## src/rtl/ndn_pkg.sv

```systemverilog
// rtl/ndn_pkg.sv - shared NDN widths, PIT entry record and gate FSM states
package ndn_pkg;

  localparam int PREFIX_W = 64;
  localparam int LEN_W    = 6;
  localparam int BYTE_W   = 8;
  localparam int FACES_W  = 4;

  typedef struct packed {
    logic                valid;
    logic [PREFIX_W-1:0] prefix;
    logic [LEN_W-1:0]    len;
    logic [FACES_W-1:0]  faces;
  } pit_entry_t;

  typedef enum logic [2:0] {
    ST_IDLE,
    ST_LOOKUP,
    ST_GRANT,
    ST_XFER,
    ST_CLEAR
  } gate_state_t;

endpackage

```

## src/rtl/pit_entry_table.sv

```systemverilog
// rtl/pit_entry_table.sv - PIT storage with aggregation match, lowest-free-slot insert, scan read port
// Optional per-entry expiry when PIT_TIMEOUT_EN is defined.
module pit_entry_table
  import ndn_pkg::*;
#(
  parameter int PIT_ENTRIES = 8,
  parameter int IDX_W       = $clog2(PIT_ENTRIES)
`ifdef PIT_TIMEOUT_EN
  ,
  parameter int LIFETIME    = 4096
`endif
) (
  input  logic                clk,
  input  logic                rst,
  input  logic                ins_en,
  input  logic [PREFIX_W-1:0] ins_prefix,
  input  logic [LEN_W-1:0]    ins_len,
  input  logic [FACES_W-1:0]  ins_face,
  output logic                ins_drop,
  input  logic                clr_en,
  input  logic [IDX_W-1:0]    clr_idx,
`ifdef PIT_TIMEOUT_EN
  input  logic                hold_en,
  input  logic [IDX_W-1:0]    hold_idx,
`endif
  input  logic [IDX_W-1:0]    rd_idx,
  output pit_entry_t          rd_entry
);

  pit_entry_t             ent_q [PIT_ENTRIES];
  logic [PIT_ENTRIES-1:0] match;
  logic                   hit_any;
  logic                   free_any;
  logic [IDX_W-1:0]       free_idx;

`ifdef PIT_TIMEOUT_EN
  localparam int AGE_W = (LIFETIME > 1) ? $clog2(LIFETIME) : 1;
  logic [AGE_W-1:0] age_q [PIT_ENTRIES];
`endif

  always_comb begin
    match = '0;
    for (int i = 0; i < PIT_ENTRIES; i++) begin
      match[i] = ent_q[i].valid && (ent_q[i].len == ins_len) && (ent_q[i].prefix == ins_prefix);
    end
  end

  assign hit_any = |match;

  // Scanning downward leaves the lowest free index as the final assignment.
  always_comb begin
    free_idx = '0;
    free_any = 1'b0;
    for (int i = PIT_ENTRIES - 1; i >= 0; i--) begin
      if (!ent_q[i].valid) begin
        free_idx = IDX_W'(i);
        free_any = 1'b1;
      end
    end
  end

  assign ins_drop = ins_en && !hit_any && !free_any;
  assign rd_entry = ent_q[rd_idx];

  always_ff @(posedge clk or posedge rst) begin
    if (rst) begin
      for (int i = 0; i < PIT_ENTRIES; i++) begin
        ent_q[i] <= '0;
`ifdef PIT_TIMEOUT_EN
        age_q[i] <= '0;
`endif
      end
    end else begin
      for (int i = 0; i < PIT_ENTRIES; i++) begin
        if (clr_en && (clr_idx == IDX_W'(i))) begin
          ent_q[i].valid <= 1'b0;
        end else if (ins_en && match[i]) begin
          ent_q[i].faces <= ent_q[i].faces | ins_face;
`ifdef PIT_TIMEOUT_EN
          age_q[i] <= '0;
`endif
        end else if (ins_en && !hit_any && free_any && (free_idx == IDX_W'(i))) begin
          ent_q[i] <= '{valid: 1'b1, prefix: ins_prefix, len: ins_len, faces: ins_face};
`ifdef PIT_TIMEOUT_EN
          age_q[i] <= '0;
        end else if (ent_q[i].valid && !(hold_en && (hold_idx == IDX_W'(i)))) begin
          if (age_q[i] == AGE_W'(LIFETIME - 1)) begin
            ent_q[i].valid <= 1'b0;
          end else begin
            age_q[i] <= age_q[i] + AGE_W'(1);
          end
`endif
        end
      end
    end
  end

endmodule

```

## src/rtl/pit_data_gate.sv

```systemverilog
// rtl/pit_data_gate.sv - PIT gate: interest insert, FIB match scan, grant and payload streaming
// PIT_TIMEOUT_EN enables entry expiry after LIFETIME cycles.
module pit_data_gate
  import ndn_pkg::*;
#(
  parameter int PIT_ENTRIES = 8,
  parameter int FACES       = 4,
  parameter int DATA_BYTES  = 1024
`ifdef PIT_TIMEOUT_EN
  ,
  parameter int LIFETIME    = 4096
`endif
) (
  input  logic                clk,
  input  logic                rst,
  input  logic                interest_valid,
  input  logic [PREFIX_W-1:0] interest_prefix,
  input  logic [LEN_W-1:0]    interest_len,
  input  logic [FACES-1:0]    interest_face,
  output logic                interest_ready,
  output logic                interest_drop,
  input  logic                fib_prefix_ready,
  input  logic [PREFIX_W-1:0] fib_prefix,
  input  logic [LEN_W-1:0]    fib_len,
  output logic                fib_rejected,
  output logic                fib_start_send,
  input  logic [BYTE_W-1:0]   fib_data,
  output logic                face_valid,
  output logic [BYTE_W-1:0]   face_data,
  output logic [FACES-1:0]    face_mask,
  output logic                face_last,
  output logic                busy
);

  localparam int IDX_W = $clog2(PIT_ENTRIES);
  localparam int CNT_W = (DATA_BYTES > 1) ? $clog2(DATA_BYTES) : 1;

  gate_state_t         state_q, state_d;
  logic [IDX_W-1:0]    idx_q, idx_d;
  logic [CNT_W-1:0]    cnt_q, cnt_d;
  logic [PREFIX_W-1:0] req_prefix_q;
  logic [LEN_W-1:0]    req_len_q;
  logic                reject_d;
  logic                clr_en;
  logic                ins_en;
  logic                ins_drop;
  logic                hit;
  logic                last_byte;
  pit_entry_t          rd_entry;

  logic                fib_rejected_q, interest_drop_q;
  logic                face_valid_q, face_last_q;
  logic [BYTE_W-1:0]   face_data_q;
  logic [FACES-1:0]    face_mask_q;

  // A simultaneous FIB request takes the cycle; the interest is held off.
  assign interest_ready = (state_q == ST_IDLE) && !fib_prefix_ready && !rst;
  assign ins_en         = interest_valid && interest_ready;

  pit_entry_table #(
    .PIT_ENTRIES (PIT_ENTRIES),
    .IDX_W       (IDX_W)
`ifdef PIT_TIMEOUT_EN
    ,
    .LIFETIME    (LIFETIME)
`endif
  ) u_table (
    .clk        (clk),
    .rst        (rst),
    .ins_en     (ins_en),
    .ins_prefix (interest_prefix),
    .ins_len    (interest_len),
    .ins_face   (interest_face),
    .ins_drop   (ins_drop),
    .clr_en     (clr_en),
    .clr_idx    (idx_q),
`ifdef PIT_TIMEOUT_EN
    .hold_en    ((state_q == ST_GRANT) || (state_q == ST_XFER) || (state_q == ST_CLEAR)),
    .hold_idx   (idx_q),
`endif
    .rd_idx     (idx_q),
    .rd_entry   (rd_entry)
  );

  assign hit       = rd_entry.valid && (rd_entry.len == req_len_q) && (rd_entry.prefix == req_prefix_q);
  assign last_byte = (cnt_q == CNT_W'(DATA_BYTES - 1));

  always_comb begin
    state_d  = state_q;
    idx_d    = idx_q;
    cnt_d    = cnt_q;
    reject_d = 1'b0;
    clr_en   = 1'b0;
    unique case (state_q)
      ST_IDLE: begin
        if (fib_prefix_ready) begin
          state_d = ST_LOOKUP;
          idx_d   = '0;
        end
      end
      ST_LOOKUP: begin
        if (hit) begin
          state_d = ST_GRANT;
        end else if (idx_q == IDX_W'(PIT_ENTRIES - 1)) begin
          state_d  = ST_IDLE;
          reject_d = 1'b1;
        end else begin
          idx_d = idx_q + IDX_W'(1);
        end
      end
      ST_GRANT: begin
        state_d = ST_XFER;
        cnt_d   = '0;
      end
      ST_XFER: begin
        if (last_byte) begin
          state_d = ST_CLEAR;
        end else begin
          cnt_d = cnt_q + CNT_W'(1);
        end
      end
      ST_CLEAR: begin
        clr_en  = 1'b1;
        state_d = ST_IDLE;
      end
      default: state_d = ST_IDLE;
    endcase
  end

  always_ff @(posedge clk or posedge rst) begin
    if (rst) begin
      state_q <= ST_IDLE;
      idx_q   <= '0;
      cnt_q   <= '0;
    end else begin
      state_q <= state_d;
      idx_q   <= idx_d;
      cnt_q   <= cnt_d;
    end
  end

  // Bytes taken during XFER appear on the faces one cycle later.
  always_ff @(posedge clk or posedge rst) begin
    if (rst) begin
      req_prefix_q    <= '0;
      req_len_q       <= '0;
      fib_rejected_q  <= 1'b0;
      interest_drop_q <= 1'b0;
      face_valid_q    <= 1'b0;
      face_last_q     <= 1'b0;
      face_data_q     <= '0;
      face_mask_q     <= '0;
    end else begin
      if ((state_q == ST_IDLE) && fib_prefix_ready) begin
        req_prefix_q <= fib_prefix;
        req_len_q    <= fib_len;
      end
      fib_rejected_q  <= reject_d;
      interest_drop_q <= ins_drop;
      face_valid_q    <= (state_q == ST_XFER);
      face_last_q     <= (state_q == ST_XFER) && last_byte;
      face_data_q     <= (state_q == ST_XFER) ? fib_data : '0;
      face_mask_q     <= (state_q == ST_XFER) ? rd_entry.faces : '0;
    end
  end

  assign fib_rejected   = fib_rejected_q;
  assign fib_start_send = (state_q == ST_GRANT);
  assign interest_drop  = interest_drop_q;
  assign face_valid     = face_valid_q;
  assign face_data      = face_data_q;
  assign face_mask      = face_mask_q;
  assign face_last      = face_last_q;
  assign busy           = (state_q != ST_IDLE);

endmodule
```

## config.mk

```make
export PLATFORM = sky130hd
export DESIGN_NAME = pit_data_gate
export DESIGN_NICKNAME = d
export VERILOG_FILES = /design/src/rtl/ndn_pkg.sv /design/src/rtl/pit_entry_table.sv /design/src/rtl/pit_data_gate.sv
export SDC_FILE = /design/constraint.sdc
export NUM_CORES = 2
export LEC_CHECK = 0
export CORE_UTILIZATION = 35
export CTS_CLUSTER_DIAMETER = 60
export DETAILED_ROUTE_END_ITERATION = 6
export DONT_BUFFER_PORTS = 1
export GPL_TIMING_DRIVEN = 0
export MAX_ROUTING_LAYER = met4
export SLEW_MARGIN = 20
export SYNTH_ARGS = -nofsm -noshare
export SYNTH_HDL_FRONTEND = slang
export SYNTH_HIERARCHICAL = 1
export SYNTH_SLANG_ARGS = --single-unit
```

## constraint.sdc

```tcl
create_clock -name clk -period 33.4 [get_ports clk]
set_input_delay 8.35 -clock clk [delete_from_list [all_inputs] [get_ports clk]]
set_output_delay 8.35 -clock clk [all_outputs]
set_load 0.02 [all_outputs]
```

==> impl_metrics.yaml <==
synth:
  synthSimpleGateAreaFrac_pct: 13.7
  yosysMostFrequentCell: "dfrtp_1"
  synthTopCellsByArea: "dfrtp_1, mux2_2, xnor2_1, mux4_2, mux2_4"
  synth_cells: 3565
  yosysSeqAreaShare_pct: 42.0
  yosysWarnings: 6
  synth_mux_area_share_pct: 25.7
  synth_top_family_by_area: "multiplexers"
  synthAdderAreaFrac_pct: 0.0897
  syn-num-nets: 3724
  synth_ff_type: "dfrtp_1"
  synth_compound_area_share_pct: 3.45
  yosys_register_bits: 702
  syn_avg_cell_area_um2: 11.7
  synth_edf_count: 0
  post-synth-top-area-fraction_pct: 42.0
  synth_common_cells: "dfrtp_1, mux2_2, xnor2_1"
  synthDistinctLibCells: 73
  syn_area_um2: 41900
  synth-async-reset-ratio_pct: 100
  synth_xor_xnor_area_share_pct: 10.3
  yosys.area.top_type: "dfrtp_1"
global_route:
  grt_pass1_vias: 32400
  grt_use_total_pct: 43.4
  antenna_found_initial: 32
  use_met1_pct: 53.9
  grtUsageMet3_pct: 13.3
  grtUsageMet2_pct: 60.2
  grt_max_degree: 92
  grt_first_pass_wirelength_mm: 331
  overflow: 0
  busiest_layer: "met2"
placement:
  post-dp-hpwl_mm: 210
  portBuffers: 0
  gp_congestion: 1.14
  placedCellCount: 5116
critical_path:
  critical_path.slowest_cell: "nor3_1"
  cp_max_fo: 4
  timing.rr.start: "u_table/ent_q[116]"
  r2r_cells: 11
  crit_chain: "nor3_1"
  path_class: "input pin to output pin"
  reg2reg_slack_ns: 27.36
  path_buf_inv: 0
  max_stage_delay_ns: 0.56
  endpoint_kind: "output pin"
  crit_required_ns: 25.05
  crit_arrival_ns: 8.91
  r2r_end: "u_table/ent_q[483]"
  critical_path.top_delay_family: "simple AND/OR/NAND/NOR gates"
  critPathLaunchType: "input pin"
clock_tree:
  cts_buffers: 100
  root_buffer: "clkbuf_16"
  ctsHoldBuffers: 0
  clkSlewWorstSetupHoldPaths_ns: 0.06
  cts.path.max_buffers: 3
  cts.repair.resized: 0
  cts.sinks: 702
  cts_setup_buffers: 0
  cts_tree: "yes"
  h-tree-depth: 3
  clock_latency_ns: 0.72
worst_hold_path:
  min_delay_path_depth: 1
  hold_path.class: "flop to flop"
  hold_end: "u_table/ent_q[452]"
  holdCritStartpoint: "u_table/ent_q[452]"
floorplanning:
  die_x_um: 348
  num_rows: 126
  die_area_um2: 121000
  core_area_um2: 118000
  initial_core_util_pct: 35.4
  io_pins: 175
  die_h_um: 348
layout:
  drive_gt1_share_pct: 29.9
  area.growth.synth_to_final_pct: 14.0
  fillCellCount: 11400
  regArea_um2: 17600
  layout.cells.non_filler: 5321
  multi_input_area_um2: 22500
  final_util_pct: 40.4
  fin_nets: 3843
drt:
  route.detailed.drc: 0
  wl_per_cell_um: 48.3
  vias: 33800
  viasPerCell: 6.36
  wl_mm: 257
  ant_nets: 0
  drt_iter0_drc: 4610
  first_pass_iters: 6
timing:
  skew_ns: 0.0427
  max_slew.worst_pin.slew_ns: 1.39
  finalCritPeriodShare_pct: 51.7
  max_slew_margin_pct: 6.44
  rsz0062_at_grt: "no"
  setup_tns_ns: 0
  finalSetupViolCount: 0
  period_needed_ns: 17.26
  whs_ns: 0.490
  drv_slew: 0
  max_freq_mhz: 57.9
  hold_violations: 0
pwr:
  total_leakage_power_nw: 20.4
  powerDensity_nw_per_um2: 83.1
  ir_drop_v: 0.0000491
status:
  status: "completed"
job:
  max_cap_viol_count: 0
[metrics by stage]
stage	total power [mW]	setup WS, ns	area, um^2
floorplan	2.02	8.26	41900
global placement	2.79	-0.527	43800
detailed placement	2.80	16.14	44200
CTS	3.90	16.14	47600
global route	4.02	16.13	47700
finish	3.97	16.14	47700
[report_power, final]
part | switching [mW] | internal, mW | total (mW)
logic | 1.01 | 0.584 | 1.60
clock network | 0.444 | 0.651 | 1.09
registers | 0.246 | 1.03 | 1.28
total | 1.70 | 2.26 | 3.97
[per-layer routing]
layer	vias to the layer above	wire length [um]	share of wire [%]
li1	13100	-	-
met1	18100	103000	40
met2	2103	107000	42
met3	538	25700	10
met4	0	21900	8.5
met5	-	0	0
[worst max-delay path by stage]
stage                startpoint                 to  slack (ns)  cells after the start
2_1_floorplan               rst   u_table/ent_q[0]        8.26                      1
3_3_place_gp                rst  u_table/ent_q[29]       -0.53                      1
3_5_place_dp   fib_prefix_ready     interest_ready       16.14                      1
4_1_cts        fib_prefix_ready     interest_ready       16.14                      1
5_1_grt        fib_prefix_ready     interest_ready       16.13                      1
6_report       fib_prefix_ready     interest_ready       16.14                      1
[cell families (layout without fill, tap and decap cells)]
kind of cell / after synthesis / in the layout
multiplexers: 768 / 768
AND/OR/NAND/NOR: 1024 / 1024
XOR/XNOR: 493 / 493
other: 0 / 19
buffers and inverters: 374 / 575
AO/OA/AOI/OAI: 201 / 201
flip-flops: 702 / 702
adder cells (fa/ha/maj): 3 / 3
[sequential cells by signal, summed over array words and instances, names as in the netlist, 3 cells and up]
signal and cells:
face_mask 4, u_table/ent_q 600, idx_q 3, req_prefix_q 64, face_data 8, req_len_q 6, cnt_q 10, state_q 3
[layout by cell type (no fill, tap or decap), types with 45 or more instances in the layout]
master and instances:
o2111ai_1 46, nor4_1 71, nand3_1 45, mux2_2 434, dfrtp_1 702, inv_1 92
nand2b_1 232, xnor2_1 388, o21ai_0 64, mux4_2 150, nand2_1 261, clkbuf_16 103
buf_2 123, mux2_4 124, nand4_1 217, clkbuf_1 92, xor2_1 89
[layout make-up]
cell class                 count  area share, %
antenna                       19         0.0996
sequential                   702           36.8
timing repair buffer          17          0.684
tap                         1536           4.03
clock buffer                 136           6.02
inverter                      95          0.776
buffer                       279           3.42
clock inverter                48           1.03
multi-input combinational   2489           47.1
No activity file was read; power rests on OpenSTA's default activity.
